<file path="src/rtl/router_fifo_if.sv">
// Handshake bundle between the router write side/output port and one router_fifo.
// The master side issues writes and reads; the slave (the FIFO) reports data and status.
interface router_fifo_if #(
    parameter int WIDTH = 8
);
    logic             write_enb;
    logic             read_enb;
    logic             lfd_state;
    logic [WIDTH-1:0] data_in;
    logic [WIDTH-1:0] data_out;
    logic             full;
    logic             empty;
    logic             pkt_active;

    modport master (
        output write_enb, read_enb, lfd_state, data_in,
        input  data_out, full, empty, pkt_active
    );

    modport slave (
        input  write_enb, read_enb, lfd_state, data_in,
        output data_out, full, empty, pkt_active
    );
endinterface

</file>
<file path="src/rtl/router_fifo.sv">
// Per-port packet FIFO for the router: stores bytes tagged with a header flag and
// tracks how many bytes of the current packet remain to be read out.
module router_fifo #(
    parameter int WIDTH = 8,
    parameter int DEPTH = 16
) (
    input logic          clock,
    input logic          reset,
    input logic          soft_reset,
    router_fifo_if.slave bus
);
    localparam int AW = $clog2(DEPTH);

    typedef enum logic {IDLE, ACTIVE} pkt_state_t;

    logic [WIDTH:0] mem [DEPTH];
    logic [AW:0]    wr_ptr;
    logic [AW:0]    rd_ptr;
    logic [5:0]     count;
    pkt_state_t     state;

    logic           write_ok;
    logic           read_ok;
    logic [WIDTH:0] rd_entry;
    logic [5:0]     header_len;

    // One extra pointer bit separates the full and empty cases when the low bits match.
    assign bus.empty = (wr_ptr == rd_ptr);
    assign bus.full  = (wr_ptr[AW] != rd_ptr[AW]) && (wr_ptr[AW-1:0] == rd_ptr[AW-1:0]);

    assign write_ok   = bus.write_enb && !bus.full;
    assign read_ok    = bus.read_enb && !bus.empty;
    assign rd_entry   = mem[rd_ptr[AW-1:0]];
    assign header_len = rd_entry[7:2] + 6'd1;

    assign bus.pkt_active = (state == ACTIVE);

    always_ff @(posedge clock) begin
        if (write_ok && !soft_reset) begin
            mem[wr_ptr[AW-1:0]] <= {bus.lfd_state, bus.data_in};
        end
    end

    // A header reload always wins, so a truncated packet is simply abandoned.
    always_ff @(posedge clock or posedge reset) begin
        if (reset) begin
            wr_ptr       <= '0;
            rd_ptr       <= '0;
            bus.data_out <= '0;
            count        <= '0;
            state        <= IDLE;
        end else if (soft_reset) begin
            wr_ptr       <= '0;
            rd_ptr       <= '0;
            bus.data_out <= '0;
            count        <= '0;
            state        <= IDLE;
        end else begin
            if (write_ok) begin
                wr_ptr <= wr_ptr + 1'b1;
            end
            if (read_ok) begin
                rd_ptr       <= rd_ptr + 1'b1;
                bus.data_out <= rd_entry[WIDTH-1:0];
                if (rd_entry[WIDTH]) begin
                    count <= header_len;
                    state <= (header_len != 6'd0) ? ACTIVE : IDLE;
                end else if (count != 6'd0) begin
                    count <= count - 6'd1;
                    if (count == 6'd1) begin
                        state <= IDLE;
                    end
                end
            end
        end
    end
endmodule

</file>
<file path="src/flat_wrapper.sv">
// flat-port wrapper written by rule: the top's interface ports become plain ports
module router_fifo_flat 
#(
    parameter int WIDTH = 8,
    parameter int DEPTH = 16
)
  (clock, reset, soft_reset, bus_write_enb, bus_read_enb, bus_lfd_state, bus_data_in, bus_data_out, bus_full, bus_empty, bus_pkt_active);
  router_fifo_if #(.WIDTH(WIDTH)) bus_i ();
  input logic clock;
  input logic reset;
  input logic soft_reset;
  input wire logic [$bits(bus_i.write_enb)-1:0] bus_write_enb;
  input wire logic [$bits(bus_i.read_enb)-1:0] bus_read_enb;
  input wire logic [$bits(bus_i.lfd_state)-1:0] bus_lfd_state;
  input wire logic [$bits(bus_i.data_in)-1:0] bus_data_in;
  output wire logic [$bits(bus_i.data_out)-1:0] bus_data_out;
  output wire logic [$bits(bus_i.full)-1:0] bus_full;
  output wire logic [$bits(bus_i.empty)-1:0] bus_empty;
  output wire logic [$bits(bus_i.pkt_active)-1:0] bus_pkt_active;
  assign bus_i.write_enb = bus_write_enb;
  assign bus_i.read_enb = bus_read_enb;
  assign bus_i.lfd_state = bus_lfd_state;
  assign bus_i.data_in = bus_data_in;
  assign bus_data_out = bus_i.data_out;
  assign bus_full = bus_i.full;
  assign bus_empty = bus_i.empty;
  assign bus_pkt_active = bus_i.pkt_active;
  router_fifo #(.WIDTH(WIDTH), .DEPTH(DEPTH)) u_core (.clock(clock), .reset(reset), .soft_reset(soft_reset), .bus(bus_i));
endmodule
</file>
<file path="config.mk">
export PLATFORM = sky130hd
export DESIGN_NAME = router_fifo_flat
export DESIGN_NICKNAME = d
export VERILOG_FILES = /design/src/rtl/router_fifo_if.sv /design/src/rtl/router_fifo.sv /design/src/flat_wrapper.sv
export SDC_FILE = /design/constraint.sdc
export NUM_CORES = 1
export LEC_CHECK = 0
export CAP_MARGIN = 20
export CORE_AREA = 2 2 115 117
export CTS_CLUSTER_DIAMETER = 200
export DETAILED_ROUTE_END_ITERATION = 10
export DIE_AREA = 0 0 117 119
export PLACE_DENSITY = 0.74
export REMOVE_ABC_BUFFERS = 1
export SLEW_MARGIN = 25
export SYNTH_ARGS = -nofsm -noshare
export SYNTH_HDL_FRONTEND = slang
export SYNTH_SLANG_ARGS = --single-unit
</file>
<file path="constraint.sdc">
create_clock -name clock -period 2.95 [get_ports clock]
set_input_delay 0.885 -clock clock [delete_from_list [all_inputs] [get_ports clock]]
set_output_delay 0.885 -clock clock [all_outputs]
set_load 0.05 [all_outputs]
</file>
==> flow_metrics.tcl, run 1 <==
set metrics [dict create \
    via_per_inst 5.84 \
    fin_skew_ns 0.00578 \
    hold_viol 0 \
    fin_tns_setup_ns 0 \
    tightest_slew_ns 0.852 \
    ant_nets 0 \
    clock_latency_ns 0.43 \
    die_h_um 119 \
    total_power_mw 5.92 \
    synth-async-reset-ratio_pct 14.8 \
    grt_overflow 0 \
    drt-initial-drc-count 265 \
    synth-xor-area-share_pct 2.33 \
    grt_max_degree 41 \
    cp_data_arrival_time_ns 1.93 \
    io_pins 25 \
    layout-drive-gt1-share_pct 23.9 \
    die_area_um2 13900 \
    status "completed" \
    synthDistinctLibCells 44 \
    die_w_um 117 \
    drc 0 \
    start_kind "flip-flop" \
    setup_viol 0 \
    synth.mux.area_fraction_pct 14.6 \
    rsz0062_at_grt "true" \
    initial_core_util_pct 55.4 \
    dp_cells 621 \
    pwr-share-seq_pct 45.7 \
    grt_pass1_vias 3969 \
    power_density_nw_per_um2 710 \
    p_comb_share_pct 17.1 \
    finalNonFillerCells 653 \
    avgSynthCellArea_um2 17.3 \
    fin_area_um2 8330 \
    fin_ws_ns 0.135 \
    period_share_pct 95.4 \
    max_freq_mhz 355 \
    hpwl_um 9190 \
    ys_seq_area_share_pct 69.5 \
    core_um2 12900 \
    drtPass1Iterations 4 \
    layout.nets 486 \
    nFillCells 918 \
    p_int_mw 4.36 \
    cts-hold-fix-buffers 0 \
    yosysWarnings 0 \
    ys_ff_latch 169 \
    synth_compound_area_share_pct 3.16 \
    worstPathMaxFanout 10 \
    grt_usage_pct 23.2 \
    clock_path_buffers 2 \
    pwr-share-clk_pct 37.2 \
    swShare_pct 26.4 \
    syn_to_final_growth_pct 16.9 \
    drv_slew 0 \
    grt_first_pass_wirelength_um 22800 \
    cts_setup_buffers 0 \
    htreeDepth 4 \
    leakagePower_nw 2.81 \
    cts_tree "built" \
    diodes 0 \
    period_needed_ns 2.81 \
    power_switching_mw 1.56 \
    place_worst_setup_slack_ns 0.410 \
    synth_fa_ha_area_share_pct 1.40 \
    place_congestion 0.788 \
    relSlewSlack_pct 43.1 \
    numCtsBuffers 17 \
    synth_top_family_by_area "multiplexers" \
    num_vias 3815 \
    ys.flop_type "edfxtp_1" \
    cp-end-kind "primary output" \
    wl_per_cell_um 22.3 \
    clock-sinks 169 \
    hold_class "flip-flop to flip-flop" \
    path_clk_slew_ns 0.06 \
    syn_inst 412 \
    required_ns 2.07 \
    antenna_found_initial 0 \
    placed_cell_area_um2 7740 \
    ir_drop_mv 0.417 \
    routed_wl_um 14600 \
    path_class "flip-flop to primary output" \
    cap_violations 0 \
    cts_root_buf "clkbuf_16" \
    synth_area_um2 7130 \
    synth_simple_gate_area_share_pct 6.78 \
    synth_edf_count 144 \
    portBuffers 24 \
    fp-row-count 42 \
    cts_resized 0 \
]
cell usage after synthesis (all sizes together), types with 5 or more instances:
master  count  area, um^2
edfxtp    144        4320
mux4       41         927
nor2       34         128
nand2      32         120
dfrtp      25         626
a21oi      15        75.1
buf        14         103
xnor2      11        96.3
mux2i       9        93.8
ha          8         100
inv         8        30.0
nand3       8        50.1
xor2        8        70.1
clkbuf      7        26.3
nand2b      7        43.8
o21ai       6        30.0
nand4       5        31.3
stage by stage:
step	util (%)	hold WS [ns]
3_3_place_gp	60.1	0.510
3_5_place_dp	60.1	0.519
6_report	64.7	0.525
2_1_floorplan	-	0.500
5_1_grt	64.7	0.547
4_1_cts	64.7	0.527
flip-flops by register name, indices dropped and copies added (netlist names):
| register | cells |
|---|---|
| u_core.bus.pkt_active | 1 |
| u_core.count | 6 |
| u_core.rd_ptr | 5 |
| u_core.bus.data_out | 8 |
| u_core.wr_ptr | 5 |
| u_core.mem | 144 |
placed cells by master (no fill, tap or decap), types with 11 or more instances in the layout:
| cell | instances |
|---|---|
| a21oi_1 | 15 |
| buf_4 | 27 |
| clkbuf_16 | 17 |
| clkdlybuf4s50_1 | 22 |
| dfrtp_1 | 23 |
| edfxtp_1 | 144 |
| mux4_2 | 40 |
| nand2_1 | 32 |
| nor2_1 | 34 |
| xnor2_1 | 11 |
kinds of logic (layout without fill, tap and decap cells):
family                   count (synthesis)  count (layout)
AO/OA/AOI/OAI                           35              35
buffers and inverters                   29              94
multiplexers                            52              52
flip-flops                             169             169
adder cells (fa/ha/maj)                  8               8
AND/OR/NAND/NOR                        100             100
XOR/XNOR                                19              19
worst paths after layout:
path	startpoint	slack, ns	end	depth (start not counted)
worst max-delay path	u_core.rd_ptr[0]$_DFFE_PP0P_	0.14	bus_full	5
worst min-delay path	u_core.bus.data_out[2]$_DFFE_PP0P_	0.53	u_core.bus.data_out[2]$_DFFE_PP0P_	2
worst max register to register	u_core.rd_ptr[0]$_DFFE_PP0P_	0.43	u_core.count[3]$_DFFE_PP0P_	7
worst min register to register	u_core.bus.data_out[2]$_DFFE_PP0P_	0.53	u_core.bus.data_out[2]$_DFFE_PP0P_	2
max in group asynchronous	reset	1.43	u_core.wr_ptr[3]$_DFFE_PP0P_	3
min in group asynchronous	reset	0.93	u_core.wr_ptr[4]$_DFFE_PP0P_	2
power groups by stage:
stage	logic, mW	clock network, mW	registers, mW
after floorplan	0.556	0	2.86
after CTS	1.02	2.24	2.70
after global routing	1.09	2.33	2.71
after detailed placement	1.01	0	2.75
final	1.01	2.20	2.70
after global placement	0.984	0	2.75
routing by layer:
layer	track usage (%)	vias to the layer above	part of all wire, %
li1	-	1701	-
met1	31.5	1949	40
met2	36.4	138	51
met3	4.94	27	6.5
met4	10.4	0	1.9
met5	0	-	0
critical path, stage by stage (launching register included):
cell and delay, ns:
dfrtp_2 0.50, buf_12 0.19, xnor2_1 0.13, nand4_1 0.26, nor2_1 0.26, buf_12 0.17
area by class of cell:
type                       count  area (um^2)  area share (%)
clock inverter                15          164            1.97
timing repair buffer          54          523            6.28
sequential                   169         4950            59.4
multi-input combinational    214         2020            24.2
inverter                       8         30.0           0.360
clock buffer                  17          425            5.11
tap                          176          220            2.64
Power figures use the tool's default switching activity.
==> run 2, diff against run 1 <==
--- a/config.mk
+++ b/config.mk
@@ -6,11 +6,11 @@
 export NUM_CORES = 1
 export LEC_CHECK = 0
 export CAP_MARGIN = 20
-export CORE_AREA = 2 2 115 117
+export CORE_AREA = 2 2 117 119
 export CTS_CLUSTER_DIAMETER = 200
 export DETAILED_ROUTE_END_ITERATION = 10
-export DIE_AREA = 0 0 117 119
-export PLACE_DENSITY = 0.74
+export DIE_AREA = 0 0 119 121
+export PLACE_DENSITY = 0.75
 export REMOVE_ABC_BUFFERS = 1
 export SLEW_MARGIN = 25
 export SYNTH_ARGS = -nofsm -noshare
==> constraint.sdc (replaced) <==
create_clock -name clock -period 2.5 [get_ports clock]
set_input_delay 0.75 -clock clock [delete_from_list [all_inputs] [get_ports clock]]
set_output_delay 0.75 -clock clock [all_outputs]
set_load 0.05 [all_outputs]
==> run 2 against run 1 <==
Hold slack improved by 0.0028 ns. Count of clock-buffer cells in the layout did not move. Largest power group unchanged. Sequential share of layout area down 1.5 points. Global-route usage decreased by 0.82 points. First-iteration DRC count grew 53%. Final area grew 2.6%. Final cell count rose by 3.4%. Clock skew up 0.0028 ns. Flip-flop and latch count stayed put. Setup slack worse by 0.13 ns. Critical path depth up 2. Register-to-register slack worse by 0.42 ns.
==> flow_metrics.tcl, run 2 (same netlist as run 1, synthesis figures left out) <==
set metrics [dict create \
    rsz0062_at_grt "true" \
    pwr-share-clk_pct 35.3 \
    layout-drive-gt1-share_pct 28.9 \
    p_int_mw 5.05 \
    fin_ws_ns 0.00679 \
    leakagePower_nw 2.93 \
    placed_cell_area_um2 7890 \
    dp_cells 640 \
    grt_pass1_vias 4086 \
    fin_tns_setup_ns 0 \
    routed_wl_um 15500 \
    num_vias 4054 \
    core_um2 13100 \
    place_congestion 0.838 \
    period_share_pct 99.7 \
    max_stage_delay_ns 0.61 \
    via_per_inst 6.01 \
    final_common_cell "edfxtp_1" \
    clock_path_buffers 2 \
    syn_to_final_growth_pct 20.0 \
    clock_latency_ns 0.43 \
    drv_slew 0 \
    io_pins 25 \
    cts_root_buf "clkbuf_16" \
    diodes 0 \
    wl_per_cell_um 23.0 \
    largest_register_ffs 144 \
    power_switching_mw 1.94 \
    swShare_pct 27.7 \
    ir_drop_mv 0.553 \
    p_comb_share_pct 19.1 \
    path_class "flip-flop to flip-flop" \
    setup_viol 0 \
    grt_first_pass_wirelength_um 23200 \
    place_worst_setup_slack_ns -0.370 \
    clock-sinks 169 \
    ant_nets 0 \
    finalNonFillerCells 675 \
    required_ns 2.81 \
    initial_core_util_pct 54.5 \
    cp-end-kind "flip-flop" \
    cp_data_arrival_time_ns 2.81 \
    path_clk_slew_ns 0.07 \
    total_power_mw 6.99 \
    whs_ns 0.528 \
    fin_skew_ns 0.00854 \
    path_common_cell "mux4_2" \
    relSlewSlack_pct 35.2 \
    layout.nets 508 \
    drc 0 \
    status "completed" \
    nFillCells 879 \
    cts-hold-fix-buffers 0 \
    critical-path-slowest-cell "mux4_2" \
    max_freq_mhz 401 \
    hold_viol 0 \
    hold_class "flip-flop to flip-flop" \
    hpwl_um 9560 \
    power_density_nw_per_um2 817 \
    layout_common_cells "144 x edfxtp_1, 45 x buf_4, 40 x mux4_2, 32 x nand2_1, 31 x nor2_1" \
    grt_overflow 0 \
    drt-initial-drc-count 406 \
    worstPathMaxFanout 6 \
    grt_usage_pct 22.4 \
    final_core_util_pct 65.4 \
    cap_violations 0 \
    grt_max_degree 29 \
    crit_chain "buf_12 > mux4_2 > mux4_2 > nand3_2 > xnor2_1 > nor4_2 > a211o_1" \
    die_area_um2 14400 \
    start_kind "flip-flop" \
    tightest_slew_ns 0.969 \
    numCtsBuffers 17 \
    pwr-share-seq_pct 45.5 \
    htreeDepth 4 \
    drtPass1Iterations 5 \
    fin_area_um2 8550 \
    cts_tree "built" \
    period_needed_ns 2.49 \
    die_w_um 119 \
    die_h_um 121 \
    antenna_found_initial 0 \
    portBuffers 24 \
    r2r_setup_slack_ns 0.007 \
    fp-row-count 42 \
]
[run 2: final timing paths]
check                      cells after the start                            endpoint                                from
setup / recovery                               7         u_core.count[4]$_DFFE_PP0P_        u_core.rd_ptr[1]$_DFFE_PP0P_
hold / removal                                 2  u_core.bus.data_out[5]$_DFFE_PP0P_  u_core.bus.data_out[5]$_DFFE_PP0P_
setup reg to reg                               7         u_core.count[4]$_DFFE_PP0P_        u_core.rd_ptr[1]$_DFFE_PP0P_
hold reg to reg                                2  u_core.bus.data_out[5]$_DFFE_PP0P_  u_core.bus.data_out[5]$_DFFE_PP0P_
max in group asynchronous                      3        u_core.rd_ptr[1]$_DFFE_PP0P_                               reset
min in group asynchronous                      3        u_core.wr_ptr[2]$_DFFE_PP0P_                               reset
[run 2: power groups by stage]
stage	logic (mW)	clock network, mW	registers, mW
3_3_place_gp	1.23	0	3.23
5_1_grt	1.44	2.62	3.19
4_1_cts	1.29	2.50	3.18
6_report	1.34	2.47	3.18
2_1_floorplan	0.657	0	3.38
3_5_place_dp	1.26	0	3.24
[run 2: layer usage]
metal | GRT usage (%) | up-vias | routed length, um
li1 | - | 1753 | -
met1 | 29.2 | 2086 | 6270
met2 | 35.7 | 176 | 7770
met3 | 5.97 | 39 | 1020
met4 | 10.2 | 0 | 444
met5 | 0 | - | 0
[run 2: final cells by class]
cell class	count	area, um^2	share of cell area (%)
Timing Repair Buffer	76	731	8.54
Clock inverter	15	135	1.58
Tap cell	176	220	2.57
Inverter	8	30.0	0.351
Clock buffer	17	425	4.97
Sequential cell	169	4950	57.9
Multi-Input combinational cell	214	2060	24.1
[run 2: critical path, delay by kind of cell, from the launching register on]
kind                   cells  cell delay [ns]
AO/OA/AOI/OAI              1             0.24
AND/OR/NAND/NOR            2             0.17
buffers and inverters      1             0.17
multiplexers               2             1.16
flip-flops                 1             0.51
XOR/XNOR                   1             0.13
[run 2: repair_timing]
item / 4_1_cts / 5_1_grt
endpoints found under the setup margin: 2 / 17
setup buffers: 0 / 1
gates cloned: 0 / 2
pin swaps: 0 / 3
resized for setup: 5 / 7
==> run 3, diff against run 2 <==
--- a/config.mk
+++ b/config.mk
@@ -6,11 +6,11 @@
 export NUM_CORES = 1
 export LEC_CHECK = 0
 export CAP_MARGIN = 20
-export CORE_AREA = 2 2 117 119
+export CORE_AREA = 2 2 140 101
 export CTS_CLUSTER_DIAMETER = 200
 export DETAILED_ROUTE_END_ITERATION = 10
-export DIE_AREA = 0 0 119 121
-export PLACE_DENSITY = 0.75
+export DIE_AREA = 0 0 142 103
+export PLACE_DENSITY = 0.74
 export REMOVE_ABC_BUFFERS = 1
 export SLEW_MARGIN = 25
 export SYNTH_ARGS = -nofsm -noshare
==> run 3 against run 2 <==
Combinational power up 3%. Core utilization down 0.82 points. Die area up 1.6%. Critical path depth up 1. Hold slack worse by 0.0085 ns. Register-to-register slack better by 0.04 ns. Count of clock-buffer cells in the layout unchanged. Total power up 2.6%. Critical endpoint unchanged. Largest cell class unchanged. Largest power group unchanged.
==> flow_metrics.tcl, run 3 (same netlist as run 1, synthesis figures left out) <==
set metrics [dict create \
    core_um2 13500 \
    clock_path_buffers 2 \
    cp-end-kind "flip-flop" \
    max_freq_mhz 407 \
    via_per_inst 5.98 \
    fin_skew_ns 0.00931 \
    drc 0 \
    num_vias 4036 \
    antenna_found_initial 0 \
    relSlewSlack_pct 56.2 \
    cts_root_buf "clkbuf_16" \
    crit_buf_inv 2 \
    max_stage_delay_ns 0.60 \
    finalNonFillerCells 675 \
    dp_cells 630 \
    largest_register_ffs 144 \
    die_area_um2 14600 \
    numCtsBuffers 17 \
    ant_nets 0 \
    grt_pass1_vias 3900 \
    period_share_pct 98.3 \
    drv_slew 0 \
    fp-row-count 36 \
    layout.nets 513 \
    routed_wl_um 15600 \
    total_power_mw 7.17 \
    drtPass1Iterations 5 \
    nFillCells 879 \
    io_pins 25 \
    ir_drop_mv 0.478 \
    start_kind "flip-flop" \
    die_h_um 103 \
    placed_cell_area_um2 7870 \
    cp_data_arrival_time_ns 2.76 \
    die_w_um 142 \
    clock-sinks 169 \
    status "completed" \
    period_needed_ns 2.46 \
    rsz0062_at_grt "true" \
    hpwl_um 10200 \
    whs_ns 0.519 \
    portBuffers 24 \
    cpLargestDelayFamily "multiplexers" \
    path_common_cell "mux4_2" \
    critical-path-slowest-cell "mux4_2" \
    cts_tree "built" \
    diodes 0 \
    layout-drive-gt1-share_pct 30.6 \
    wl_per_cell_um 23.1 \
    syn_to_final_growth_pct 22.0 \
    initial_core_util_pct 52.9 \
    hold_viol 0 \
    crit_chain "buf_12 > buf_4 > mux4_2 > mux4_2 > nand3_2 > xnor2_2 > nor4_2 > a211o_1" \
    grt_first_pass_wirelength_um 23100 \
    fin_area_um2 8690 \
    cap_violations 0 \
    final_common_cell "edfxtp_1" \
    grt_max_degree 30 \
    setup_viol 0 \
    place_congestion 0.894 \
    grt_usage_pct 22.2 \
    leakagePower_nw 3.00 \
    worstPathMaxFanout 7 \
    tightest_slew_ns 0.655 \
    required_ns 2.80 \
    htreeDepth 4 \
    path_clk_slew_ns 0.07 \
    drt-initial-drc-count 406 \
    layout_common_cells "144 x edfxtp_1, 47 x buf_4, 40 x mux4_2, 32 x nand2_1, 31 x nor2_1" \
    hold_class "flip-flop to flip-flop" \
    grt_overflow 0 \
    path_class "flip-flop to flip-flop" \
    clock_latency_ns 0.42 \
    power_density_nw_per_um2 825 \
]
run 3: changes by cell type in the layout (fill, tap and decap cells not counted), moves of 2 or more:
| cell | delta |
|---|---|
| inv_6 | -2 |
| nor2_4 | -2 |
| xnor2_1 | -3 |
| nor2_2 | +2 |
| buf_4 | +2 |
| buf_12 | +3 |
| bufinv_16 | +2 |
| xnor2_2 | +3 |
run 3: power by group:
part,internal (mW),switching [mW]
Clock,1.49,1.11
Sequential,3.13,0.0570
Combinational,0.639,0.743
run 3: what timing repair did:
action	CTS	global route
gates resized for setup	2	13
gates cloned	0	3
endpoints found under the setup margin	2	14
pin swaps	2	7
hold buffers	0	0
setup buffers	7	4
run 3: path summary, 6_finish.rpt:
| kind | startpoint | slack, ns | end | cells after the start |
|---|---|---|---|---|
| max in group asynchronous | reset | 1.49 | u_core.rd_ptr[0]$_DFFE_PP0P_ | 3 |
| worst min-delay path | u_core.bus.data_out[2]$_DFFE_PP0P_ | 0.52 | u_core.bus.data_out[2]$_DFFE_PP0P_ | 2 |
| worst max-delay path | u_core.rd_ptr[1]$_DFFE_PP0P_ | 0.04 | u_core.count[4]$_DFFE_PP0P_ | 8 |
| worst max register to register | u_core.rd_ptr[1]$_DFFE_PP0P_ | 0.04 | u_core.count[4]$_DFFE_PP0P_ | 8 |
| min in group asynchronous | reset | 0.74 | u_core.bus.data_out[0]$_DFFE_PP0P_ | 3 |
| worst min register to register | u_core.bus.data_out[2]$_DFFE_PP0P_ | 0.52 | u_core.bus.data_out[2]$_DFFE_PP0P_ | 2 |
run 3: area by class of cell:
type                       instances  area [um^2]  share of cell area (%)
tap                              171          214                    2.46
multi-input combinational        214         2080                    24.0
timing repair buffer              81          820                    9.43
clock inverter                    15          165                    1.90
sequential                       169         4950                    57.0
inverter                           8         30.0                   0.345
clock buffer                      17          425                    4.89
run 3: routing by layer:
metal | up-vias | share of wire (%) | global-route usage (%)
li1 | 1771 | - | -
met2 | 187 | 48 | 34.7
met4 | 0 | 1.0 | 5.62
met1 | 2061 | 44 | 32.4
met5 | - | 0 | 0
met3 | 17 | 7.8 | 4.88
run 3: worst register-to-register path, stage by stage (launching register included):
cell and delay, ns:
dfrtp_2 0.44, buf_12 0.15, buf_4 0.11, mux4_2 0.48, mux4_2 0.60, nand3_2 0.13
xnor2_2 0.14, nor4_2 0.06, a211o_1 0.23
run 3: per-stage QoR:
stage | utilization, % | setup slack (ns) | setup TNS, ns
2_1_floorplan | - | -0.662 | -59.88
3_3_place_gp | 58.4 | 0.0681 | 0
3_5_place_dp | 58.4 | 0.0345 | 0
4_1_cts | 63.3 | 0.00195 | 0
5_1_grt | 64.5 | -0.0597 | -0.165
6_report | 64.5 | 0.0434 | 0
